<file path="config.mk">
export PLATFORM = sky130hd
export DESIGN_NAME = matrix_op_controller_flat
export DESIGN_NICKNAME = d
export VERILOG_FILES = /design/src/rtl/coprocessor_pkg.sv /design/src/rtl/matrix_op_controller_if.sv /design/src/rtl/matrix_op_controller.sv /design/src/flat_wrapper.sv
export SDC_FILE = /design/constraint.sdc
export NUM_CORES = 1
export LEC_CHECK = 0
export CAP_MARGIN = 20
export CORE_AREA = 3 3 274 411
export CTS_CLUSTER_SIZE = 14
export DETAILED_ROUTE_END_ITERATION = 12
export DIE_AREA = 0 0 277 414
export SLEW_MARGIN = 20
export SYNTH_ARGS = -nofsm -noshare
export SYNTH_HDL_FRONTEND = slang
export SYNTH_SLANG_ARGS = --single-unit
</file>
<file path="constraint.sdc">
create_clock -name clock -period 6 [get_ports clock]
set_clock_uncertainty 0.05 [all_clocks]
set_input_delay 0.9 -clock clock [delete_from_list [all_inputs] [get_ports clock]]
set_output_delay 0.9 -clock clock [all_outputs]
set_load 0.005 [all_outputs]
</file>
<file path="src/rtl/coprocessor_pkg.sv">
// Shared coprocessor definitions: matrix geometry, ALU opcodes, controller state encoding
// and row pack/unpack helpers.
package coprocessor_pkg;

    localparam int unsigned MAT_N  = 5;
    localparam int unsigned ELEM_W = 8;
    localparam int unsigned ROW_W  = MAT_N * ELEM_W;
    localparam int unsigned FLAT_W = MAT_N * ROW_W;
    localparam int unsigned OP_W   = 3;
    localparam int unsigned ROW_IDX_W = 3;

    typedef logic [OP_W-1:0]      opcode_t;
    typedef logic [ROW_IDX_W-1:0] row_idx_t;

    localparam opcode_t OP_NOP = 3'b000;
    localparam opcode_t OP_ADD = 3'b001;
    localparam opcode_t OP_SUB = 3'b010;
    localparam opcode_t OP_MUL = 3'b011;
    localparam opcode_t OP_TRN = 3'b100;
    localparam opcode_t OP_NEG = 3'b101;
    localparam opcode_t OP_SCL = 3'b110;
    localparam opcode_t OP_DET = 3'b111;

    typedef enum logic [2:0] {
        S_IDLE,
        S_LOAD_A,
        S_LOAD_B,
        S_EXEC,
        S_WAIT,
        S_STORE,
        S_FIN
    } mop_state_e;

    function automatic logic op_legal(input opcode_t op);
        return (op != OP_NOP) && (op != OP_DET);
    endfunction

    // Ops that consume a second matrix operand.
    function automatic logic op_binary(input opcode_t op);
        return (op == OP_ADD) || (op == OP_SUB) || (op == OP_MUL);
    endfunction

    function automatic logic [ROW_W-1:0] get_row(input logic [FLAT_W-1:0] flat,
                                                 input row_idx_t          idx);
        return flat[ROW_W*32'(idx) +: ROW_W];
    endfunction

    function automatic logic [FLAT_W-1:0] put_row(input logic [FLAT_W-1:0] flat,
                                                  input row_idx_t          idx,
                                                  input logic [ROW_W-1:0]  row);
        logic [FLAT_W-1:0] r;
        r = flat;
        r[ROW_W*32'(idx) +: ROW_W] = row;
        return r;
    endfunction

endpackage

</file>
<file path="src/rtl/matrix_op_controller_if.sv">
// Bundle of host command, matrix-memory and ALU signals seen by the matrix op controller.
interface matrix_op_controller_if #(
    parameter int unsigned ADDR_W = 8
) ();
    import coprocessor_pkg::*;

    logic                 start;
    logic [OP_W-1:0]      cmd_opcode;
    logic [ADDR_W-1:0]    cmd_addr_a;
    logic [ADDR_W-1:0]    cmd_addr_b;
    logic [ADDR_W-1:0]    cmd_addr_c;
    logic [ELEM_W-1:0]    cmd_scalar;

    logic [ADDR_W-1:0]    mem_addr;
    logic [ROW_W-1:0]     mem_rdata;
    logic [ROW_W-1:0]     mem_wdata;
    logic                 mem_we;

    logic [FLAT_W-1:0]    alu_A_flat;
    logic [FLAT_W-1:0]    alu_B_flat;
    logic [ELEM_W-1:0]    alu_f;
    logic [OP_W-1:0]      alu_opcode;
    logic [FLAT_W-1:0]    alu_C_flat;
    logic                 alu_overflow;
    logic                 alu_done;

    logic                 busy;
    logic                 done;
    logic                 overflow;
    logic                 error;

    // Controller side.
    modport master (
        input  start, cmd_opcode, cmd_addr_a, cmd_addr_b, cmd_addr_c, cmd_scalar,
        input  mem_rdata, alu_C_flat, alu_overflow, alu_done,
        output mem_addr, mem_wdata, mem_we,
        output alu_A_flat, alu_B_flat, alu_f, alu_opcode,
        output busy, done, overflow, error
    );

    // Host, memory and ALU side.
    modport slave (
        output start, cmd_opcode, cmd_addr_a, cmd_addr_b, cmd_addr_c, cmd_scalar,
        output mem_rdata, alu_C_flat, alu_overflow, alu_done,
        input  mem_addr, mem_wdata, mem_we,
        input  alu_A_flat, alu_B_flat, alu_f, alu_opcode,
        input  busy, done, overflow, error
    );

endinterface

</file>
<file path="src/rtl/matrix_op_controller.sv">
// Command sequencer for the matrix ALU: loads A (and B) row by row from matrix memory,
// runs the ALU, captures the result and writes C back.
module matrix_op_controller
    import coprocessor_pkg::*;
#(
    parameter int unsigned ADDR_W      = 8,
    parameter int unsigned MUL_TIMEOUT = 255
) (
    input  logic                   clock,
    input  logic                   reset_n,
    matrix_op_controller_if.master bus
);

    localparam int unsigned TMR_W    = (MUL_TIMEOUT < 2) ? 1 : $clog2(MUL_TIMEOUT + 1);
    localparam row_idx_t    LAST_ROW = ROW_IDX_W'(MAT_N - 1);
    localparam row_idx_t    LOAD_END = ROW_IDX_W'(MAT_N);

    mop_state_e          state_q, state_d;
    row_idx_t            row_q, row_d;
    logic [TMR_W-1:0]    tmr_q, tmr_d;
    opcode_t             op_q, op_d;
    logic [ADDR_W-1:0]   addr_a_q, addr_a_d;
    logic [ADDR_W-1:0]   addr_b_q, addr_b_d;
    logic [ADDR_W-1:0]   addr_c_q, addr_c_d;
    logic [ADDR_W-1:0]   mem_addr_q, mem_addr_d;
    logic [ROW_W-1:0]    mem_wdata_q, mem_wdata_d;
    logic                mem_we_q, mem_we_d;
    logic [FLAT_W-1:0]   a_q, a_d;
    logic [FLAT_W-1:0]   b_q, b_d;
    logic [FLAT_W-1:0]   c_q, c_d;
    logic [ELEM_W-1:0]   f_q, f_d;
    opcode_t             alu_op_q, alu_op_d;
    logic                busy_q, busy_d;
    logic                done_q, done_d;
    logic                ovf_q, ovf_d;
    logic                err_q, err_d;

    logic                capture;
    logic [TMR_W-1:0]    tmr_k;
    logic [ADDR_W-1:0]   load_base;
    row_idx_t            load_row;

    always_ff @(posedge clock or negedge reset_n) begin
        if (!reset_n) begin
            state_q <= S_IDLE;
        end else begin
            state_q <= state_d;
        end
    end

    always_comb begin
        state_d     = state_q;
        row_d       = row_q;
        tmr_d       = tmr_q;
        op_d        = op_q;
        addr_a_d    = addr_a_q;
        addr_b_d    = addr_b_q;
        addr_c_d    = addr_c_q;
        mem_addr_d  = mem_addr_q;
        mem_wdata_d = mem_wdata_q;
        mem_we_d    = 1'b0;
        a_d         = a_q;
        b_d         = b_q;
        c_d         = c_q;
        f_d         = f_q;
        alu_op_d    = alu_op_q;
        done_d      = 1'b0;
        ovf_d       = ovf_q;
        err_d       = err_q;
        capture     = 1'b0;
        tmr_k       = tmr_q + TMR_W'(1);
        load_base   = (state_q == S_LOAD_A) ? addr_a_q : addr_b_q;
        load_row    = row_q - ROW_IDX_W'(1);

        case (state_q)
            S_IDLE: begin
                if (bus.start) begin
                    op_d     = bus.cmd_opcode;
                    addr_a_d = bus.cmd_addr_a;
                    addr_b_d = bus.cmd_addr_b;
                    addr_c_d = bus.cmd_addr_c;
                    f_d      = bus.cmd_scalar;
                    b_d      = '0;
                    row_d    = '0;
                    tmr_d    = '0;
                    ovf_d    = 1'b0;
                    err_d    = 1'b0;
                    if (op_legal(bus.cmd_opcode)) begin
                        state_d    = S_LOAD_A;
                        mem_addr_d = bus.cmd_addr_a;
                    end else begin
                        state_d = S_FIN;
                        err_d   = 1'b1;
                    end
                end
            end

            // row_q counts issued addresses; each row lands one cycle after its address.
            S_LOAD_A, S_LOAD_B: begin
                row_d = row_q + ROW_IDX_W'(1);
                if (row_q < LAST_ROW) begin
                    mem_addr_d = load_base + ADDR_W'(row_q) + ADDR_W'(1);
                end
                if (row_q != '0) begin
                    if (state_q == S_LOAD_A) begin
                        a_d = put_row(a_q, load_row, bus.mem_rdata);
                    end else begin
                        b_d = put_row(b_q, load_row, bus.mem_rdata);
                    end
                end
                if (row_q == LOAD_END) begin
                    row_d = '0;
                    if ((state_q == S_LOAD_A) && op_binary(op_q)) begin
                        state_d    = S_LOAD_B;
                        mem_addr_d = addr_b_q;
                    end else begin
                        state_d  = S_EXEC;
                        alu_op_d = op_q;
                    end
                end
            end

            // tmr_k is the number of edges since the opcode was first presented.
            S_EXEC, S_WAIT: begin
                tmr_d = tmr_k;
                if (op_q == OP_MUL) begin
                    if (bus.alu_done) begin
                        capture = 1'b1;
                    end else if (tmr_k >= TMR_W'(MUL_TIMEOUT)) begin
                        state_d  = S_FIN;
                        err_d    = 1'b1;
                        alu_op_d = OP_NOP;
                    end else begin
                        state_d = S_WAIT;
                    end
                end else if (state_q == S_WAIT) begin
                    capture = 1'b1;
                end else begin
                    state_d = S_WAIT;
                end
            end

            S_STORE: begin
                if (row_q == LAST_ROW) begin
                    state_d = S_FIN;
                end else begin
                    row_d       = row_q + ROW_IDX_W'(1);
                    mem_addr_d  = addr_c_q + ADDR_W'(row_q) + ADDR_W'(1);
                    mem_wdata_d = get_row(c_q, row_q + ROW_IDX_W'(1));
                    mem_we_d    = 1'b1;
                end
            end

            S_FIN: begin
                done_d  = 1'b1;
                state_d = S_IDLE;
            end

            default: begin
                state_d = S_IDLE;
            end
        endcase

        // Result capture starts the write-back of row 0 in the same edge.
        if (capture) begin
            c_d         = bus.alu_C_flat;
            ovf_d       = bus.alu_overflow;
            alu_op_d    = OP_NOP;
            state_d     = S_STORE;
            row_d       = '0;
            mem_addr_d  = addr_c_q;
            mem_wdata_d = get_row(bus.alu_C_flat, '0);
            mem_we_d    = 1'b1;
        end

        busy_d = (state_d != S_IDLE);
    end

    always_ff @(posedge clock or negedge reset_n) begin
        if (!reset_n) begin
            row_q       <= '0;
            tmr_q       <= '0;
            op_q        <= OP_NOP;
            addr_a_q    <= '0;
            addr_b_q    <= '0;
            addr_c_q    <= '0;
            mem_addr_q  <= '0;
            mem_wdata_q <= '0;
            mem_we_q    <= 1'b0;
            a_q         <= '0;
            b_q         <= '0;
            c_q         <= '0;
            f_q         <= '0;
            alu_op_q    <= OP_NOP;
            busy_q      <= 1'b0;
            done_q      <= 1'b0;
            ovf_q       <= 1'b0;
            err_q       <= 1'b0;
        end else begin
            row_q       <= row_d;
            tmr_q       <= tmr_d;
            op_q        <= op_d;
            addr_a_q    <= addr_a_d;
            addr_b_q    <= addr_b_d;
            addr_c_q    <= addr_c_d;
            mem_addr_q  <= mem_addr_d;
            mem_wdata_q <= mem_wdata_d;
            mem_we_q    <= mem_we_d;
            a_q         <= a_d;
            b_q         <= b_d;
            c_q         <= c_d;
            f_q         <= f_d;
            alu_op_q    <= alu_op_d;
            busy_q      <= busy_d;
            done_q      <= done_d;
            ovf_q       <= ovf_d;
            err_q       <= err_d;
        end
    end

    assign bus.mem_addr   = mem_addr_q;
    assign bus.mem_wdata  = mem_wdata_q;
    assign bus.mem_we     = mem_we_q;
    assign bus.alu_A_flat = a_q;
    assign bus.alu_B_flat = b_q;
    assign bus.alu_f      = f_q;
    assign bus.alu_opcode = alu_op_q;
    assign bus.busy       = busy_q;
    assign bus.done       = done_q;
    assign bus.overflow   = ovf_q;
    assign bus.error      = err_q;

endmodule

</file>
<file path="src/flat_wrapper.sv">
// flat-port wrapper written by rule: the top's interface ports become plain ports
module matrix_op_controller_flat import coprocessor_pkg::*;
#(
    parameter int unsigned ADDR_W      = 8,
    parameter int unsigned MUL_TIMEOUT = 255
)
  (clock, reset_n, bus_start, bus_cmd_opcode, bus_cmd_addr_a, bus_cmd_addr_b, bus_cmd_addr_c, bus_cmd_scalar, bus_mem_rdata, bus_alu_C_flat, bus_alu_overflow, bus_alu_done, bus_mem_addr, bus_mem_wdata, bus_mem_we, bus_alu_A_flat, bus_alu_B_flat, bus_alu_f, bus_alu_opcode, bus_busy, bus_done, bus_overflow, bus_error);
  matrix_op_controller_if #(.ADDR_W(ADDR_W)) bus_i ();
  input  logic clock;
  input  logic reset_n;
  input wire logic [$bits(bus_i.start)-1:0] bus_start;
  input wire logic [$bits(bus_i.cmd_opcode)-1:0] bus_cmd_opcode;
  input wire logic [$bits(bus_i.cmd_addr_a)-1:0] bus_cmd_addr_a;
  input wire logic [$bits(bus_i.cmd_addr_b)-1:0] bus_cmd_addr_b;
  input wire logic [$bits(bus_i.cmd_addr_c)-1:0] bus_cmd_addr_c;
  input wire logic [$bits(bus_i.cmd_scalar)-1:0] bus_cmd_scalar;
  input wire logic [$bits(bus_i.mem_rdata)-1:0] bus_mem_rdata;
  input wire logic [$bits(bus_i.alu_C_flat)-1:0] bus_alu_C_flat;
  input wire logic [$bits(bus_i.alu_overflow)-1:0] bus_alu_overflow;
  input wire logic [$bits(bus_i.alu_done)-1:0] bus_alu_done;
  output wire logic [$bits(bus_i.mem_addr)-1:0] bus_mem_addr;
  output wire logic [$bits(bus_i.mem_wdata)-1:0] bus_mem_wdata;
  output wire logic [$bits(bus_i.mem_we)-1:0] bus_mem_we;
  output wire logic [$bits(bus_i.alu_A_flat)-1:0] bus_alu_A_flat;
  output wire logic [$bits(bus_i.alu_B_flat)-1:0] bus_alu_B_flat;
  output wire logic [$bits(bus_i.alu_f)-1:0] bus_alu_f;
  output wire logic [$bits(bus_i.alu_opcode)-1:0] bus_alu_opcode;
  output wire logic [$bits(bus_i.busy)-1:0] bus_busy;
  output wire logic [$bits(bus_i.done)-1:0] bus_done;
  output wire logic [$bits(bus_i.overflow)-1:0] bus_overflow;
  output wire logic [$bits(bus_i.error)-1:0] bus_error;
  assign bus_i.start = bus_start;
  assign bus_i.cmd_opcode = bus_cmd_opcode;
  assign bus_i.cmd_addr_a = bus_cmd_addr_a;
  assign bus_i.cmd_addr_b = bus_cmd_addr_b;
  assign bus_i.cmd_addr_c = bus_cmd_addr_c;
  assign bus_i.cmd_scalar = bus_cmd_scalar;
  assign bus_i.mem_rdata = bus_mem_rdata;
  assign bus_i.alu_C_flat = bus_alu_C_flat;
  assign bus_i.alu_overflow = bus_alu_overflow;
  assign bus_i.alu_done = bus_alu_done;
  assign bus_mem_addr = bus_i.mem_addr;
  assign bus_mem_wdata = bus_i.mem_wdata;
  assign bus_mem_we = bus_i.mem_we;
  assign bus_alu_A_flat = bus_i.alu_A_flat;
  assign bus_alu_B_flat = bus_i.alu_B_flat;
  assign bus_alu_f = bus_i.alu_f;
  assign bus_alu_opcode = bus_i.alu_opcode;
  assign bus_busy = bus_i.busy;
  assign bus_done = bus_i.done;
  assign bus_overflow = bus_i.overflow;
  assign bus_error = bus_i.error;
  matrix_op_controller #(.ADDR_W(ADDR_W), .MUL_TIMEOUT(MUL_TIMEOUT)) u_core (.clock(clock), .reset_n(reset_n), .bus(bus_i));
endmodule
</file>
* Word-level counts from Yosys, hierarchy flattened
Index checks and enable logic that the tools add are counted.
Cells by class: shift-type cells 3, multipliers 2, mux-type cells 60, reduce and logical (&&, ||, !) cells 27, order comparisons 2, $add $sub $neg 8, equality and inequality tests 27
Operators with widths (number):
- 200-bit two-way mux | 3
- 200-bit bitwise mux | 2
- 200-bit case mux with 2 select lines | 1
- 40-bit by 34-bit variable shift with 200-bit output (first input constant) | 1
- 200-bit by 10-bit variable part select with 40-bit output | 1
- 40-bit by 34-bit variable part select with 200-bit output | 1
- 40-bit two-way mux | 3
- 8-bit two-way mux | 9
- 3-bit two-way mux | 18
- 9-bit negation with 34-bit output | 1
- 8-bit by 1-bit adder with 8-bit output (second input constant) | 3
- 8-bit case mux with 3 select lines | 1
- 1-bit two-way mux | 17
- 8-bit by 3-bit adder with 8-bit output | 2
- 8-bit case mux with 2 select lines | 1
- 3-bit == test (second input constant) | 5
- 3-bit by 2-bit == test with 1-bit output (second input constant) | 4
- 3-bit by 3-bit multiplier with 6-bit output (first input constant) | 2
- 3-bit by 1-bit != test with 1-bit output (second input constant) | 4
- 3-bit by 2-bit != test with 1-bit output (second input constant) | 4
- 3-bit case mux with 4 select lines | 1
- 3-bit nonzero test | 4
- 2-bit nonzero test | 5
- 3-bit case mux with 3 select lines | 1
- 21 further kinds | 35
Word-level totals: flip-flop bits (word level) 705, bits of input ports 280, output and inout port bits 464

* Depth between registers and ports, before layout
depth in word-level cells 9, mapped depth 23, depth with buffers taken out 15

* Worst setup path after synthesis
Ideal clock, no wire load.
path type register -> register, start point register u_core.row_q[0], end point register u_core.a_q[32] (netlist: u_core.bus.alu_A_flat[32]), stages on the path, launching flop included 22, setup slack 952 ps, data arrival time 4873 ps, cells stage by stage dfrtp_1 buf_4 buf_4 buf_4 inv_1 ha_1 buf_4 buf_6 buf_2 buf_1 buf_1 nand2b_1 ha_1 nor3_1 ha_1 clkinv_1 nand4_1 or2_2 clkbuf_1 o32a_1 nor2_2 mux2_2
On the way: word-level cells in the longest chain between the ends 5, elaborated cells on any way between the ends 8, those cells by class add/sub (2); mul (1); shift (2); mux (1); reduce/logical (2)
RTL lines:
- from (decl) | line matrix_op_controller.sv:19 | row_idx_t row_q, row_d;
- from (signal assigned) | line matrix_op_controller.sv:200 | row_q <= row_d;
- 3-bit by 1-bit subtractor with 3-bit output | line matrix_op_controller.sv:73 | load_row = row_q - ROW_IDX_W'(1);
- 3-bit by 3-bit multiplier with 6-bit output | line coprocessor_pkg.sv:53 | r[ROW_W*32'(idx) +: ROW_W] = row;
- 9-bit negation with 34-bit output | line coprocessor_pkg.sv:53
- 40-bit by 34-bit variable part select with 200-bit output / 40-bit by 34-bit variable shift with 200-bit output (equally long branches) | line coprocessor_pkg.sv:53
- 200-bit bitwise mux | line coprocessor_pkg.sv:53
- to (signal assigned) | line matrix_op_controller.sv:190 | a_q <= '0;
- to (signal assigned) | line matrix_op_controller.sv:209 | a_q <= a_d;
- to (decl) | line matrix_op_controller.sv:28 | logic [FLAT_W-1:0] a_q, a_d;
Several ways; a longest one is shown, not always the timed one. A chain may end at the register's enable or synchronous reset.

* Final worst setup path
start point register u_core.row_q[0], end point register u_core.b_q[101] (netlist: u_core.bus.alu_B_flat[101])
On the way: word-level cells in the longest chain between the ends 8, elaborated cells on any way between the ends 12, those cells by class add/sub (2); mul (1); eq/ne (1); shift (2); mux (4); reduce/logical (2)
RTL lines:
- 3-bit by 1-bit subtractor with 3-bit output | line matrix_op_controller.sv:73
- 3-bit by 3-bit multiplier with 6-bit output | line coprocessor_pkg.sv:53
- 9-bit negation with 34-bit output | line coprocessor_pkg.sv:53
- 40-bit by 34-bit variable part select with 200-bit output / 40-bit by 34-bit variable shift with 200-bit output (equally long branches) | line coprocessor_pkg.sv:53
- 200-bit bitwise mux | line coprocessor_pkg.sv:53
- 200-bit two-way mux | line matrix_op_controller.sv:105 | if (state_q == S_LOAD_A) begin
- 200-bit two-way mux | line matrix_op_controller.sv:104 | if (row_q != '0) begin
- 200-bit case mux with 2 select lines | line matrix_op_controller.sv:75 | case (state_q)
- to (signal assigned) | line matrix_op_controller.sv:191 | b_q <= '0;
- to (signal assigned) | line matrix_op_controller.sv:210 | b_q <= b_d;
- to (decl) | line matrix_op_controller.sv:29 | logic [FLAT_W-1:0] b_q, b_d;
Several ways; a longest one is shown, not always the timed one. The select of a mux whose other input is x is not followed.

==> qor.yml <==
fin_crit_sh_pct: 78.61
reg2reg_to: "u_core.bus.alu_B_flat[101]"
yosysSeqAreaShare_pct: 53.88
rsz0062_at_grt: "false"
end_kind: "flip-flop"
critPathLaunch: "u_core.row_q[0]"
ys.flop_type: "dfrtp_1"
worstPathArrival_ns: 5.26
synthCells: 3181
wirelength_um: 139200
row_count: 149
ys_warn_count: 0
dr_total_vias: 28230
synthArstFlopShare_pct: 100.0
cts.path.max_buffers: 3
final_util_pct: 40.48
fin_ws_ns: 1.283
crit_type: "reg -> reg"
post-cts-setup-buffer-count: 0
areaGrowthSynthToFinish_pct: 35.53
grt_pass1_vias: 28800
fin_crit_ns: 4.717
finalHoldViolations: 0
dp_hpwl_um: 105500
worstSkewPairLatency_ns: 0.64
cp.depth: 12
rr_worst_depth: 12
place_area_sq_um: 41860
slew-limit-headroom_pct: 24.75
htree_levels: 3
drt_iter0_markers: 2158
max_freq_mhz: 212.0
crit_chain: "inv_1 -> ha_1 -> xor2_1 -> ha_1 -> inv_1 -> ha_2 -> buf_4 -> nor2_1 -> a221oi_1 -> nor3_1 -> o21ai_1 -> a22o_1"
status: "finished clean"
cts_made_buffers: 74
synth-seq-cells: 705
layout_common_cells: "886 x nand2_1, 742 x clkdlybuf4s50_1, 703 x dfrtp_1"
r2r-start: "u_core.row_q[0]"
crit_path_end: "u_core.bus.alu_B_flat[101]"
ctsHoldBuffers: 0
nFillCells: 10770
regToRegSetupSlack_ns: 1.28
numPortBuffers: 743
slew_violations: 0
clock-sinks: 705
synth_edf_count: 0
syn_avg_cell_area_sq_um: 10.29
antenna_found_initial: 17
grt_max_degree: 180
critPathTopFamily: "compound AO/OA/AOI/OAI gates"
design_area_sq_um: 44380
path_buf_inv: 3
grt_usage_pct: 23.64
ys_types: 93
core_area_sq_um: 109600
slowest_stage: "a221oi_1"
cts_resized: 0
antenna_left: 0
post-route-drc-count: 0
crit_fanout: 33
tightest_slew_ns: 1.129
power_density_nw_per_um2: 563.5
dieArea_sq_um: 114700
drt_pass1_iterations: 5
root_buffer: "clkbuf_16"
drive_above_1_share_pct: 11.15
maxCapViolCount: 0
synth_area_sq_um: 32750
nNetsFinal: 4181
grt.overflow.total: 0
final.setup.tns_ns: 0
start_util_pct: 29.87
preCtsSetupSlack_ns: 1.336
start_kind: "flip-flop"
slowest_delay_ns: 0.86
mostFrequentLayoutCell: "nand2_1"
hold_class: "in -> async"
die_h_um: 414
cts_tree: "yes"
die_width_um: 277
vdd_drop_max_mv: 0.4659
via_per_inst: 5.252
synth_fp_nets: 3483
p_leak_nw: 19.45
io_pins: 744
clk_pin_slew_worst_paths_ns: 0.06
grt_pass1_wl_um: 203200
critPathRequiredTime_ns: 6.54
finalSetupViolations: 0
wl_per_cell_um: 25.90
place.gp.congestion: 0.9533
==> power by group <==
part	internal, W	total [W]	switching (W)
combinational	0.00484	0.0128	0.00800
sequential	0.00630	0.00738	0.00108
clock	0.00275	0.00479	0.00204
==> flip-flops by register name, summed over array words and instances, names as in the netlist, 3 cells and up <==
signal / flops
u_core.bus.alu_A_flat: 200
u_core.bus.alu_B_flat: 200
u_core.c_q: 200
u_core.bus.mem_wdata: 40
u_core.addr_a_q: 8
u_core.addr_b_q: 8
u_core.addr_c_q: 8
u_core.bus.alu_f: 8
u_core.bus.mem_addr: 8
u_core.tmr_q: 8
u_core.bus.alu_opcode: 3
u_core.op_q: 3
u_core.row_q: 3
u_core.state_q: 3
==> metal layers <==
layer  track usage, %  up-vias  part of all wire [%]
met5                0        -                 0.032
met2            41.68     1234                    50
met1            25.70    14030                    36
met4            11.79        6                   5.3
met3            7.061      285                   8.2
li1                 -    12670                     -
==> cell usage after synthesis (all sizes together) (14+ instances only) <==
master	count	area (sq um)
a31oi	29	181.4
mux2i	51	526.8
mux4	56	1261
o22ai	42	262.8
o21ai	120	600.6
nor2b	24	150.1
a22oi	19	142.6
nor2	125	486.7
nand3	89	450.4
ha	20	250.2
and2	16	100.1
nand2	891	3352
nor3	36	239.0
dfrtp	705	17640
o221ai	14	128.9
mux2	136	1531
a22o	104	910.9
a221o	40	400.4
o2bb2ai	81	709.4
a21oi	146	738.2
clkbuf	119	446.7
buf	71	372.9
nand3b	14	105.1
inv	51	191.4
==> kinds of logic (layout without fill, tap and decap cells) <==
logic type | Yosys count | count (layout) | synth area share, %
AND/OR/NAND/NOR | 1269 | 1269 | 16.64
flip-flops | 705 | 705 | 53.88
AO/OA/AOI/OAI | 683 | 683 | 14.91
multiplexers | 243 | 243 | 10.14
buffers and inverters | 242 | 990 | 3.099
adder cells (fa/ha/maj) | 22 | 22 | 0.8865
XOR/XNOR | 17 | 17 | 0.4547
other | 0 | 12 | 0
==> how the worst min path moves through the flow <==
stage / depth (start not counted) / to / start / slack (ns)
after floorplan: 2 / u_core.c_q[120] / u_core.c_q[120] / 0.38
after global routing: 1 / u_core.bus.alu_A_flat[103] / reset_n / 0.20
final: 1 / u_core.bus.alu_A_flat[103] / reset_n / 0.18
after global placement: 2 / u_core.c_q[157] / u_core.c_q[157] / 0.39
after detailed placement: 2 / u_core.c_q[116] / u_core.c_q[116] / 0.40
after CTS: 1 / u_core.bus.alu_A_flat[103] / reset_n / 0.17
==> per-stage QoR <==
stage          hold WS (ns)  total power (W)  instances
6_report             0.1793          0.02501       5375
5_1_grt              0.1966          0.02650       5372
4_1_cts              0.1682          0.02515       5363
3_5_place_dp         0.4005          0.02025       5237
3_3_place_gp         0.3931          0.02010       5237
2_1_floorplan        0.3834          0.01443       3181
==> layout make-up <==
class                           instances  area [sq um]  area share (%)
Sequential cell                       705         17650           39.76
Multi-Input combinational cell       2234         14200           32.00
Timing Repair Buffer                  812          8035           18.11
Clock buffer                          100          2152           4.849
Tap cell                             1434          1794           4.043
Clock inverter                         26         324.1          0.7302
Inverter                               52         195.2          0.4398
Antenna cell                           12         30.03         0.06766
(Power assumes the default switching activity.)
